$ cat src/rtl/tile_plot_arbiter.sv
// tile_plot_arbiter: round-robin arbiter that fills a square tile for one
// of two requesters (clear / draw) by plotting one pixel per cycle.
//
// Parameters:
//   TILE_LOG2     - tile edge is 2^TILE_LOG2 pixels
//   BORDER_COLOUR - border colour for draw tiles (TILE_BORDER_EN only)
// Ports:
//   clk, reset               - clock, synchronous active-high reset
//   clr_req, clr_x0, clr_y0  - clear request (fills colour 0)
//   drw_req, drw_x0, drw_y0,
//   drw_colour               - draw request and fill colour
//   clr_ack, drw_ack         - one-cycle completion pulse
//   x, y, colour, plot       - pixel write to the VGA adapter
//   busy                     - high whenever not idle
// Optional build macro:
//   TILE_BORDER_EN - draw tiles get a one-pixel BORDER_COLOUR frame
module tile_plot_arbiter #(
    parameter int         TILE_LOG2     = 4,
    parameter logic [2:0] BORDER_COLOUR = 3'b111
) (
    input  logic       clk,
    input  logic       reset,
    input  logic       clr_req,
    input  logic [7:0] clr_x0,
    input  logic [6:0] clr_y0,
    input  logic       drw_req,
    input  logic [7:0] drw_x0,
    input  logic [6:0] drw_y0,
    input  logic [2:0] drw_colour,
    output logic       clr_ack,
    output logic       drw_ack,
    output logic [7:0] x,
    output logic [6:0] y,
    output logic [2:0] colour,
    output logic       plot,
    output logic       busy
);

    localparam int CW = 2 * TILE_LOG2;
    localparam logic [CW-1:0] LAST = {CW{1'b1}};

    typedef enum logic [1:0] {
        IDLE,
        PLOT,
        DONE
    } state_t;

    state_t        r_state;
    logic          r_last_clr;
    logic          r_win_clr;
    logic [7:0]    r_x0;
    logic [6:0]    r_y0;
    logic [2:0]    r_col;
    logic [CW-1:0] r_cnt;

    logic          w_grant_clr;
    logic [7:0]    w_gx0;
    logic [6:0]    w_gy0;
    logic [2:0]    w_gcol;
    logic [CW-1:0] w_cnt_nxt;
    logic [7:0]    w_x_nxt;
    logic [6:0]    w_y_nxt;
    logic [2:0]    w_px_g;
    logic [2:0]    w_px_n;

    // On a tie, clr wins unless it was the one served last.
    assign w_grant_clr = clr_req & (~drw_req | ~r_last_clr);
    assign w_gx0       = w_grant_clr ? clr_x0 : drw_x0;
    assign w_gy0       = w_grant_clr ? clr_y0 : drw_y0;
    assign w_gcol      = w_grant_clr ? 3'b000 : drw_colour;

    assign w_cnt_nxt = r_cnt + 1'b1;
    assign w_x_nxt   = r_x0 + 8'(w_cnt_nxt[TILE_LOG2-1:0]);
    assign w_y_nxt   = r_y0 + 7'(w_cnt_nxt[CW-1:TILE_LOG2]);

`ifdef TILE_BORDER_EN
    logic [TILE_LOG2-1:0] w_lo;
    logic [TILE_LOG2-1:0] w_hi;
    logic                 w_edge_n;

    assign w_lo     = w_cnt_nxt[TILE_LOG2-1:0];
    assign w_hi     = w_cnt_nxt[CW-1:TILE_LOG2];
    assign w_edge_n = (w_lo == '0) || (w_lo == '1) ||
                      (w_hi == '0) || (w_hi == '1);
    assign w_px_n   = (!r_win_clr && w_edge_n) ? BORDER_COLOUR : r_col;
    // Pixel 0 is always a corner, hence always border on a draw tile.
    assign w_px_g   = w_grant_clr ? 3'b000 : BORDER_COLOUR;
`else
    logic w_unused;

    assign w_unused = ^BORDER_COLOUR;
    assign w_px_n   = r_col;
    assign w_px_g   = w_gcol;
`endif

    // Outputs are registered: each edge loads the pixel for the next cycle.
    always_ff @(posedge clk) begin
        if (reset) begin
            r_state    <= IDLE;
            r_last_clr <= 1'b0;
            r_win_clr  <= 1'b0;
            r_x0       <= '0;
            r_y0       <= '0;
            r_col      <= '0;
            r_cnt      <= '0;
            clr_ack    <= 1'b0;
            drw_ack    <= 1'b0;
            x          <= '0;
            y          <= '0;
            colour     <= '0;
            plot       <= 1'b0;
            busy       <= 1'b0;
        end else begin
            case (r_state)
                IDLE: begin
                    clr_ack <= 1'b0;
                    drw_ack <= 1'b0;
                    if (clr_req || drw_req) begin
                        r_x0       <= w_gx0;
                        r_y0       <= w_gy0;
                        r_col      <= w_gcol;
                        r_win_clr  <= w_grant_clr;
                        r_last_clr <= w_grant_clr;
                        r_cnt      <= '0;
                        x          <= w_gx0;
                        y          <= w_gy0;
                        colour     <= w_px_g;
                        plot       <= 1'b1;
                        busy       <= 1'b1;
                        r_state    <= PLOT;
                    end
                end
                PLOT: begin
                    if (r_cnt == LAST) begin
                        plot    <= 1'b0;
                        clr_ack <= r_win_clr;
                        drw_ack <= ~r_win_clr;
                        r_state <= DONE;
                    end else begin
                        r_cnt  <= w_cnt_nxt;
                        x      <= w_x_nxt;
                        y      <= w_y_nxt;
                        colour <= w_px_n;
                    end
                end
                DONE: begin
                    clr_ack <= 1'b0;
                    drw_ack <= 1'b0;
                    busy    <= 1'b0;
                    r_state <= IDLE;
                end
                default: begin
                    r_state <= IDLE;
                end
            endcase
        end
    end

endmodule

$ cat config.mk
export PLATFORM = sky130hd
export DESIGN_NAME = tile_plot_arbiter
export DESIGN_NICKNAME = d
export VERILOG_FILES = /design/src/rtl/tile_plot_arbiter.sv
export SDC_FILE = /design/constraint.sdc
export NUM_CORES = 1
export LEC_CHECK = 0
export ABC_AREA = 0
export ABC_CLOCK_PERIOD_IN_PS = 3650
export CORE_ASPECT_RATIO = 1.2
export CORE_MARGIN = 2
export CORE_UTILIZATION = 45
export CTS_CLUSTER_SIZE = 40
export DETAILED_ROUTE_END_ITERATION = 8
export PLACE_DENSITY = 0.72
export SLEW_MARGIN = 30
export SYNTH_ARGS = -nofsm -noshare
export SYNTH_HDL_FRONTEND = slang
export SYNTH_SLANG_ARGS = --single-unit
export TNS_END_PERCENT = 20
$ cat constraint.sdc
create_clock -name clk -period 3.65 [get_ports clk]
set_input_delay 0.365 -clock clk [delete_from_list [all_inputs] [get_ports clk]]
set_output_delay 0.365 -clock clk [all_outputs]
set_load 0.1 [all_outputs]
==> results.md, run 1 <==
* Share of layout cells above drive strength 1 at 6.58%
* Net Sw Power at between 500 and 600 uW
* Io pins at between 50 and 60
* PnR worst setup slack at around 1.1 ns
* Synth Warn # at 0
* Die width at roughly 75 um
* Switch share at between 30% and 40%
* DR vias/cell at approximately 5.5
* Maxcap violations at 0
* Seq cells post-synth at between 50 and 60
* Gr usage total at 21.4%
* Leakage at around 0.0014 uW
* Clock-pin slew on the worst setup and hold paths at around 0.10 ns
* Register area share after synthesis at 37.6%
* Combinational Power Share at between 30% and 40%
* Area occupied by registers at about 1000 um2
* Post-Synth XOR/XNOR Area at under 10%
* Multi-input gate area at approximately 1600 um2
* Kind of critical path: register to register
* CTS H-tree depth at 2
* Largest net degree at the start of global routing at 29
* Crit. End Element: register
* TritonCTS Buffers at 5
* Syn Inst Count at roughly 310
* Fin crit share at 69.7%
* Setup crit start kind: register
* Setup violations, final at 0
* Seq pwr share at 43.2%
* Most common library cell in the layout ignoring fill and taps: clkdlybuf4s50_1
* Wire length per cell at 14.9 um
* # diodes at 0
* Clock tree buffer depth at 2
* CP peak stage delay at 0.43 ns
* Crit-path cells: ha_1, nand3_1, xnor2_1, ha_1, fa_1, a21o_1, a21oi_1, xnor2_1, a211oi_1, nor3_1
* Drt drc at 0
* Run status: completed
* Total gr overflow at 0
* Effective utilization at floorplan at a little under half
* Layout Utilization at between 50% and 60%
* Layout net count at about 410
* Initial antenna violation count at 0
* First-pass GRT wire length at roughly 11000 um
* Synth Area in Compound Gates at around 24%
* CP top delay family: adder cells
* Worst min-delay path class: register to register
* Int Power at ~900 uW
* Worst Path Buf+Inv at 0
* Die footprint at ~6700 um2
* Adder-Cell Fraction of Synth Area at 5.62%
* Avg Cell Area, Syn at a little under 9 um2
* Simple-Gate Fraction of Synth Area at 17.8%
* Post-layout min period at 2.54 ns
* IO Port Bufs at between 50 and 60
* DP Worst Slack at ~1.1 ns
* Number of global-route vias before repair at ~2300
* Area grow syn2layout at 25.9%
* Least-Margin Pin Slew at 1.00 ns
* # fillers at roughly 540
* Final Hold Viols at 0
* Mux cell area share after synthesis at 5.52%
* Via count at roughly 2500
* Syn Std Cell Area at about 2700 um2
* Pwr Density at 432 nW/um2
* Core area at a little under 6000 um2
* Yosys top cell area share at between 30% and 40%
* Row count at 31
* Worst vdd ir at 0.294 mV
* Max-slew violation count at 0
* RSZ-0062 raised after global routing: false
* CTS root buf: clkbuf_8
* Worst slew margin at about a third
* CTS tree: built
* Ys async rst share at 0%
* Top_reg_cell synth: dfxtp_1
* Non-Filler Instances at approximately 450
* Post-synth EDFFs at 0
* Hold Buf Count CTS at 0
* DR pass1 iterations at 4
* Worst-skew pair later-pin latency at between 0.3 and 0.4 ns
* Die Span Y at 89.1 um
* Setup TNS at 0 ns
* Dpl cells at 439
* Required @ worst endpoint at between 3 and 4 ns
* Largest family of logic cells by synthesized area: compound AO/OA/AOI/OAI gates
* Setup bufs post-CTS at 0
* Achievable Freq at 393 MHz
* CP arrival at approximately 2.7 ns
* Placer Congestion at roughly 0.85
* Clk pwr share at 22.7%
* Most frequent cells in the layout: clkdlybuf4s50_1, dfxtp_1, nor2_1, a21oi_1, nand2_1
* Antenna-violating nets left at 0
* Mapped Nets at ~360
* Yosys cell types at 46
* Crit Path Max Fanout at 6
* Quantity of gates resized following cts at 0
* Clock skew at about 0.0082 ns
* Slowest cell on crit path: fa_1
* Hpwl dp at about 4700 um
* Dominant cells by area after synthesis: dfxtp_1, nor2_1, a21oi_1
* Cell taking the most area after synthesis: dfxtp_1
* Routed WL at roughly 6600 um
* Clock sinks at between 50 and 60
* Iteration-0 DRC Markers at 180
sequential cells by signal, summed over array words and instances (netlist names):
register   count
r_x0           8
clr_ack        1
busy           1
drw_ack        1
x              8
r_state        2
colour         3
plot           1
r_col          3
y              7
r_win_clr      1
r_y0           7
r_cnt          8
cell usage after synthesis (2+ instances only):
| library cell | number |
|---|---|
| a211o_1 | 3 |
| a211oi_1 | 17 |
| a21o_1 | 3 |
| a21oi_1 | 33 |
| a221oi_1 | 4 |
| a311oi_1 | 5 |
| buf_2 | 5 |
| buf_6 | 2 |
| clkbuf_1 | 11 |
| dfxtp_1 | 51 |
| fa_1 | 2 |
| ha_1 | 9 |
| inv_1 | 3 |
| mux2i_1 | 15 |
| nand2_1 | 24 |
| nand2_2 | 2 |
| nand2b_1 | 2 |
| nand3_1 | 14 |
| nand4_1 | 3 |
| nor2_1 | 46 |
| nor3_1 | 7 |
| o2111ai_1 | 2 |
| o211ai_1 | 2 |
| o21ai_0 | 7 |
| o21bai_1 | 5 |
| o22ai_1 | 4 |
| xnor2_1 | 6 |
| xor2_1 | 9 |
tightest hold or removal path: stages (launching register included):
cell     delay [ns]
dfxtp_1        0.33
nand2_2        0.05
a21oi_1        0.05
through the flow:
stage	hold slack (ns)	area [um2]	total power, uW
floorplan	0.437	2720	1020
global placement	0.442	3330	1150
detailed placement	0.446	3330	1150
CTS	0.463	3420	1490
global route	0.479	3420	1550
finish	0.461	3420	1480
routing by layer:
layer | wire length [um] | vias up | track usage [%]
met5 | 0 | - | 0
met3 | 315 | 16 | 4.51
met2 | 3220 | 66 | 35.9
met1 | 2910 | 1157 | 26.9
met4 | 206 | 0 | 8.12
li1 | - | 1238 | -
cell type report:
class                           instances  area share [%]
Multi-Input combinational cell        240            46.2
Tap cell                               82            3.00
Clock inverter                          3           0.731
Timing Repair Buffer                   63            17.9
Clock buffer                            5            2.01
Inverter                                3           0.329
Sequential cell                        51            29.8
power by group through the flow:
stage	combinational [uW]	clock, uW	sequential [uW]
floorplan	195	0	824
global placement	499	0	651
detailed placement	502	0	652
CTS	504	345	639
global route	539	370	645
finish	503	336	639
path summary, 6_finish.rpt:
check                           cells after the start                end             startpoint  slack (ns)
worst max-delay path                               10  y[4]$_SDFFE_PP0P_  r_cnt[0]$_SDFFE_PP0P_        1.11
worst min-delay path                                2  y[6]$_SDFFE_PP0P_      y[6]$_SDFFE_PP0P_        0.46
worst max register to register                     10  y[4]$_SDFFE_PP0P_  r_cnt[0]$_SDFFE_PP0P_        1.11
worst min register to register                      2  y[6]$_SDFFE_PP0P_      y[6]$_SDFFE_PP0P_        0.46
cells by family after synthesis:
kind of cell / Yosys count
simple gates: 105
buf+inv: 23
compound gates: 94
mux: 15
fa+ha+maj: 11
xor+xnor: 15
flops: 51
Power figures use the tool's default switching activity.
==> inputs of run 2 (changes only) <==
--- a/config.mk
+++ b/config.mk
@@ -6,7 +6,7 @@
 export NUM_CORES = 1
 export LEC_CHECK = 0
 export ABC_AREA = 0
-export ABC_CLOCK_PERIOD_IN_PS = 3650
+export ABC_CLOCK_PERIOD_IN_PS = 2560
 export CORE_ASPECT_RATIO = 1.2
 export CORE_MARGIN = 2
 export CORE_UTILIZATION = 45
==> constraint.sdc (replaced) <==
create_clock -name clk -period 2.56 [get_ports clk]
set_input_delay 0.256 -clock clk [delete_from_list [all_inputs] [get_ports clk]]
set_output_delay 0.256 -clock clk [all_outputs]
set_load 0.1 [all_outputs]
==> run 2 against run 1 <==
Compared with the run above: critical path type unchanged; setup slack worse by 0.94 ns; critical path depth stayed put; register-to-register slack worse by 0.94 ns; combinational power is 43% higher; largest cell class unchanged; clock power is 99% higher; clock skew is 0.0028 ns lower; maximum frequency is 6.4% higher; global-route usage is 0.37 points higher; sequential share of layout area is 0.61 points lower; final area is 2.3% higher.
==> results.md, run 2 (synthesis gave the netlist of run 1 again) <==
* Run status: completed
* Clock tree buffer depth at 2
* Initial antenna violation count at 0
* Die Span Y at a little under 90 um
* Leakage at roughly 0.0015 uW
* Worst Path Buf+Inv at 0
* Setup crit start kind: register
* Area grow syn2layout at 28.9%
* CP arrival at 2.64 ns
* Clock-pin slew on the worst setup and hold paths at about 0.090 ns
* Slowest cell on crit path: fa_1
* IO Port Bufs at slightly below 60
* CTS tree: built
* CTS root buf: clkbuf_8
* TritonCTS Buffers at 5
* Hpwl dp at approximately 5000 um
* Largest regs: r_cnt: 8 flops, r_x0: 8 flops, x: 8 flops
* Fin crit share at 93.4%
* Final Hold Viols at 0
* Gr usage total at 21.8%
* First-pass GRT wire length at between 10000 and 15000 um
* PnR worst setup slack at between 0.15 and 0.2 ns
* Die width at around 75 um
* Antenna-violating nets left at 0
* Most common library cell in the layout ignoring fill and taps: dfxtp_1
* DP Worst Slack at approximately 0.13 ns
* DR vias/cell at 5.50
* Tot Pwr at approximately 2300 uW
* Total gr overflow at 0
* Core area at approximately 6000 um2
* Via count at around 2500
* Worst min-delay path class: register to register
* Crit Path Max Fanout at 6
* Row count at 31
* Worst vdd ir at around 0.39 mV
* Largest net degree at the start of global routing at 20
* Setup bufs post-CTS at 0
* # fillers at roughly 560
* # diodes at 0
* Share of layout cells above drive strength 1 at about 15%
* Max-slew violation count at 0
* Least-Margin Pin Slew at around 0.73 ns
* Maxcap violations at 0
* Layout net count at 422
* Achievable Freq at between 400 and 500 MHz
* RSZ-0062 raised after global routing: false
* Wire length per cell at 15.1 um
* Iteration-0 DRC Markers at 164
* Worst-skew pair later-pin latency at 0.30 ns
* Die footprint at 6680 um2
* Post-layout min period at roughly 2.4 ns
* Worst slew margin at about 50%
* CP peak stage delay at between 0.4 and 0.5 ns
* DR pass1 iterations at 4
* Drt drc at 0
* Io pins at between 50 and 60
* CP top delay family: adder cells
* Pwr Density at 657 nW/um2
* Number of global-route vias before repair at 2390
* Placer Congestion at about 0.9
* Clock sinks at 51
* Routed WL at 6880 um
* Setup TNS at 0 ns
* Crit. End Element: register
* Most frequent cells in the layout: dfxtp_1, nor2_1, clkdlybuf4s50_1, buf_4, a21oi_1
* Setup violations, final at 0
* Required @ worst endpoint at between 2 and 3 ns
* Crit-path cells: ha_1, nand3_1, xnor2_1, ha_1, fa_1, a211o_1, o2111ai_1, xnor2_1, o22ai_1, a21oi_1
* Kind of critical path: register to register
* FF-to-FF setup slack at around 0.17 ns
* Effective utilization at floorplan at 45.8%
* Clock skew at about 0.0054 ns
* CTS H-tree depth at 2
[run 2: changes by cell type in the layout (fill, tap and decap cells not counted), moves of 2 or more]
cell	change
clkinv_4	-2
dfxtp_2	+2
dfxtp_1	-2
clkdlybuf4s50_1	-21
bufinv_16	+2
buf_4	+31
[run 2: per-stage QoR]
stage | cells | instance area [um2] | hold WS (ns) | utilization, %
after global placement | 449 | 3360 | 0.443 | 56.7
final | 457 | 3500 | 0.461 | 59.0
after floorplan | 314 | 2720 | 0.403 | -
after global routing | 457 | 3500 | 0.479 | 59.0
after detailed placement | 449 | 3360 | 0.448 | 56.7
after CTS | 457 | 3500 | 0.462 | 59.0
[run 2: what timing repair did]
item                       4_1_cts  5_1_grt
setup endpoints to repair        0        2
hold buffers                     0        0
gates resized for setup          0        2
[run 2: final timing paths]
kind | startpoint | to | cells after the start
setup / recovery | r_cnt[0]$_SDFFE_PP0P_ | y[6]$_SDFFE_PP0P_ | 10
hold reg to reg | r_col[0]$_SDFFE_PP0P_ | r_col[0]$_SDFFE_PP0P_ | 2
setup reg to reg | r_cnt[0]$_SDFFE_PP0P_ | y[6]$_SDFFE_PP0P_ | 10
hold / removal | r_col[0]$_SDFFE_PP0P_ | r_col[0]$_SDFFE_PP0P_ | 2
[run 2: report_power, final]
group	internal [uW]	switching [uW]	total, uW
combinational	232	489	721
clock	390	278	668
sequential	862	49.9	911
[run 2: worst register-to-register path, delay by kind of cell, from the launching register on]
kind                     cells  cell delay (ns)
adder cells (fa/ha/maj)      3             0.83
AO/OA/AOI/OAI                4             0.67
XOR/XNOR                     2             0.32
AND/OR/NAND/NOR              1             0.13
flip-flops                   1             0.38
[run 2: metal layers]
| metal | global-route usage [%] | vias up | wire length (um) | share of wire (%) |
|---|---|---|---|---|
| met5 | 0 | - | 0 | 0 |
| met1 | 25.2 | 1173 | 2870 | 42 |
| met3 | 3.95 | 16 | 295 | 4.3 |
| li1 | - | 1255 | - | - |
| met4 | 10.6 | 0 | 223 | 3.2 |
| met2 | 38.3 | 68 | 3500 | 51 |
[run 2: area by class of cell]
type | count | area [um2] | share of cell area, %
Tap cell | 82 | 103 | 2.93
Clock buffer | 5 | 68.8 | 1.96
Inverter | 3 | 11.3 | 0.322
Multi-Input combinational cell | 240 | 1580 | 45.1
Sequential cell | 51 | 1020 | 29.2
Clock inverter | 3 | 67.6 | 1.93
Timing Repair Buffer | 73 | 651 | 18.6
==> inputs of run 3 (changes only) <==
--- a/config.mk
+++ b/config.mk
@@ -8,10 +8,10 @@
 export ABC_AREA = 0
 export ABC_CLOCK_PERIOD_IN_PS = 2560
 export CORE_ASPECT_RATIO = 1.2
-export CORE_MARGIN = 2
 export CORE_UTILIZATION = 45
 export CTS_CLUSTER_SIZE = 40
 export DETAILED_ROUTE_END_ITERATION = 8
+export GPL_ROUTABILITY_DRIVEN = 0
 export PLACE_DENSITY = 0.72
 export SLEW_MARGIN = 30
 export SYNTH_ARGS = -nofsm -noshare
==> run 3 against run 2 <==
Compared with the run above: critical path depth is the same; register-to-register slack gained 0.05 ns; cell count shrank 0.66%; largest cell class unchanged; highest routed layer unchanged.
==> results.md, run 3 (synthesis gave the netlist of run 1 again) <==
* Met1 WL at 2780 um
* Topmost layer with routed signal wires: met4
* DR vias/cell at roughly 5.5
* FF-to-FF path depth at 10
* WHS Path Cells at 2
* Max-slew violation count at 0
* Run status: completed
* Required @ worst endpoint at around 2.7 ns
* Die width at around 73 um
* Clock skew at 0.00858 ns
* Effective utilization at floorplan at between 40% and 50%
* Pwr Density at roughly 660 nW/um2
* Fin crit share at between 90% and 100%
* Layout net count at about 420
* Number of global-route vias before repair at 2403
* Final Hold Viols at 0
* RR Endpoint: y[4]$_SDFFE_PP0P_
* Crit-path cells: ha_1, nand3_1, xnor2_1, ha_1, fa_2, a21o_1, a21oi_1, xnor2_1, a211oi_1, nor3_1
* Switch share at between 30% and 40%
* Row count at 30
* Dpl cells at 446
* Most frequent cells in the layout: dfxtp_1, nor2_1, buf_4, clkdlybuf4s50_1, a21oi_1
* # fillers at between 500 and 600
* Antenna-violating nets left at 0
* Worst Hold Launch: r_col[1]$_SDFFE_PP0P_
* Worst min-delay path class: register to register
* CP arrival at 2.51 ns
* Setup TNS at 0 ns
* Area grow syn2layout at 27.9%
* CP peak stage delay at between 0.3 and 0.4 ns
* Total gr overflow at 0
* Slowest cell on crit path: dfxtp_2
* Tot Pwr at around 2300 uW
* Int Power at around 1500 uW
* Kind of critical path: register to register
* Non-Filler Instances at ~450
* Layout Utilization at approximately three fifths
* Routed length on met2 at 3470 um
* # diodes at 0
* Largest net degree at the start of global routing at just over 40
* Die Span Y at ~87 um
* CTS root buf: clkbuf_8
* Most common library cell in the layout ignoring fill and taps: dfxtp_1
* WHS Endpoint: r_col[1]$_SDFFE_PP0P_
* RSZ-0062 raised after global routing: false
* Combinational Power Share at between 30% and 40%
* Least-Margin Pin Slew at approximately 0.74 ns
* Routed WL at approximately 6700 um
* Setup violations, final at 0
* Drt drc at 0
* Initial antenna violation count at 0
* R2r startpoint: r_cnt[0]$_SDFFE_PP0P_
* Iteration-0 DRC Markers at roughly 170
* Core area at around 5700 um2
* First-pass GRT wire length at around 11000 um
* Clock tree buffer depth at 2
* Largest regs: r_cnt: 8 flops, r_x0: 8 flops, x: 8 flops
* FF-to-FF setup slack at ~0.22 ns
* CTS H-tree depth at 2
* Worst slew margin at 50.7%
* Share of layout cells above drive strength 1 at around 15%
* Leakage at between 0.001 and 0.0015 uW
* Crit Path Max Fanout at 6
* Wire length on met3 at approximately 310 um
* Maxcap violations at 0
* Post-layout min period at 2.34 ns
* Clk pwr share at ~29%
* Io pins at between 50 and 60
* Die footprint at ~6400 um2
* Worst vdd ir at about 0.35 mV
* Seq pwr share at between 30% and 40%
* IO Port Bufs at 58
* DR pass1 iterations at 4
* Clock sinks at ~50
* Hpwl dp at between 4000 and 5000 um
* Clock-pin slew on the worst setup and hold paths at approximately 0.090 ns
* Net Sw Power at 806 uW
* Achievable Freq at between 400 and 500 MHz
* Via count at about 2500
* TritonCTS Buffers at 5
* CTS tree: built
* Wire length per cell at between 10 and 15 um
* Gr usage total at 23.1%
* Setup crit start kind: register
* Worst-skew pair later-pin latency at a little over 0.3 ns
* Crit. End Element: register
[run 3: changes by cell type in the layout (fill, tap and decap cells not counted)]
cell and change:
buf_12 -1, buf_2 +1, clkbuf_1 +1, clkdlybuf4s50_1 -1, clkinvlp_4 -1, dfxtp_1 +1
dfxtp_2 -1, fa_1 -1, fa_2 +1, nor2_1 -1, nor2_2 +1
[run 3: critical path, delay by kind of cell (launching register included)]
family	cells	cell delay [ns]
XOR/XNOR	2	0.24
flip-flops	1	0.38
AND/OR/NAND/NOR	2	0.20
adder cells (fa/ha/maj)	3	0.79
AO/OA/AOI/OAI	3	0.59
[run 3: power groups by stage]
stage               registers, uW  clock network (uW)  logic (uW)
CTS                           912                 672         720
floorplan                    1180                   0         278
global placement              929                   0         711
detailed placement            930                   0         717
finish                        912                 660         717
global route                  920                 707         772
[run 3: worst max-delay path by stage]
stage / startpoint / endpoint / slack [ns] / cells past startpoint
2_1_floorplan: r_cnt[0]$_SDFFE_PP0P_ / y[4]$_SDFFE_PP0P_ / 0.22 / 10
3_3_place_gp: r_cnt[0]$_SDFFE_PP0P_ / y[4]$_SDFFE_PP0P_ / 0.18 / 10
3_5_place_dp: r_cnt[0]$_SDFFE_PP0P_ / y[4]$_SDFFE_PP0P_ / 0.1 / 10
4_1_cts: r_cnt[0]$_SDFFE_PP0P_ / y[4]$_SDFFE_PP0P_ / 0.08 / 10
5_1_grt: r_cnt[1]$_SDFFE_PP0P_ / y[4]$_SDFFE_PP0P_ / 0.02 / 10
6_report: r_cnt[0]$_SDFFE_PP0P_ / y[4]$_SDFFE_PP0P_ / 0.22 / 10
[run 3: final cells by class]
cell class	count	area (um2)	area share [%]
Inverter	3	11.3	0.324
Sequential cell	51	1020	29.4
Clock buffer	6	72.6	2.09
Multi-Input combinational cell	240	1580	45.6
Timing Repair Buffer	72	626	18.0
Tap cell	80	100	2.88
Clock inverter	2	60.1	1.73
[run 3: stage by stage]
| step | cell area [um2] | hold WS, ns | worst slack (ns) |
|---|---|---|---|
| after global routing | 3470 | 0.477 | 0.0187 |
| after CTS | 3470 | 0.463 | 0.0809 |
| after floorplan | 2720 | 0.403 | 0.219 |
| after detailed placement | 3340 | 0.450 | 0.0975 |
| final | 3470 | 0.462 | 0.219 |
| after global placement | 3340 | 0.442 | 0.175 |
[run 3: layer usage]
metal | global-route usage, % | up-vias
met2 | 39.7 | 81
met5 | 0 | -
met1 | 28.4 | 1149
met3 | 3.82 | 17
li1 | - | 1259
met4 | 9.98 | 0
[run 3: timing repair]
action	in CTS	in global routing
gates resized for setup	0	3
hold buffers	0	0
buffers inserted	0	0
endpoints found under the setup margin	0	2
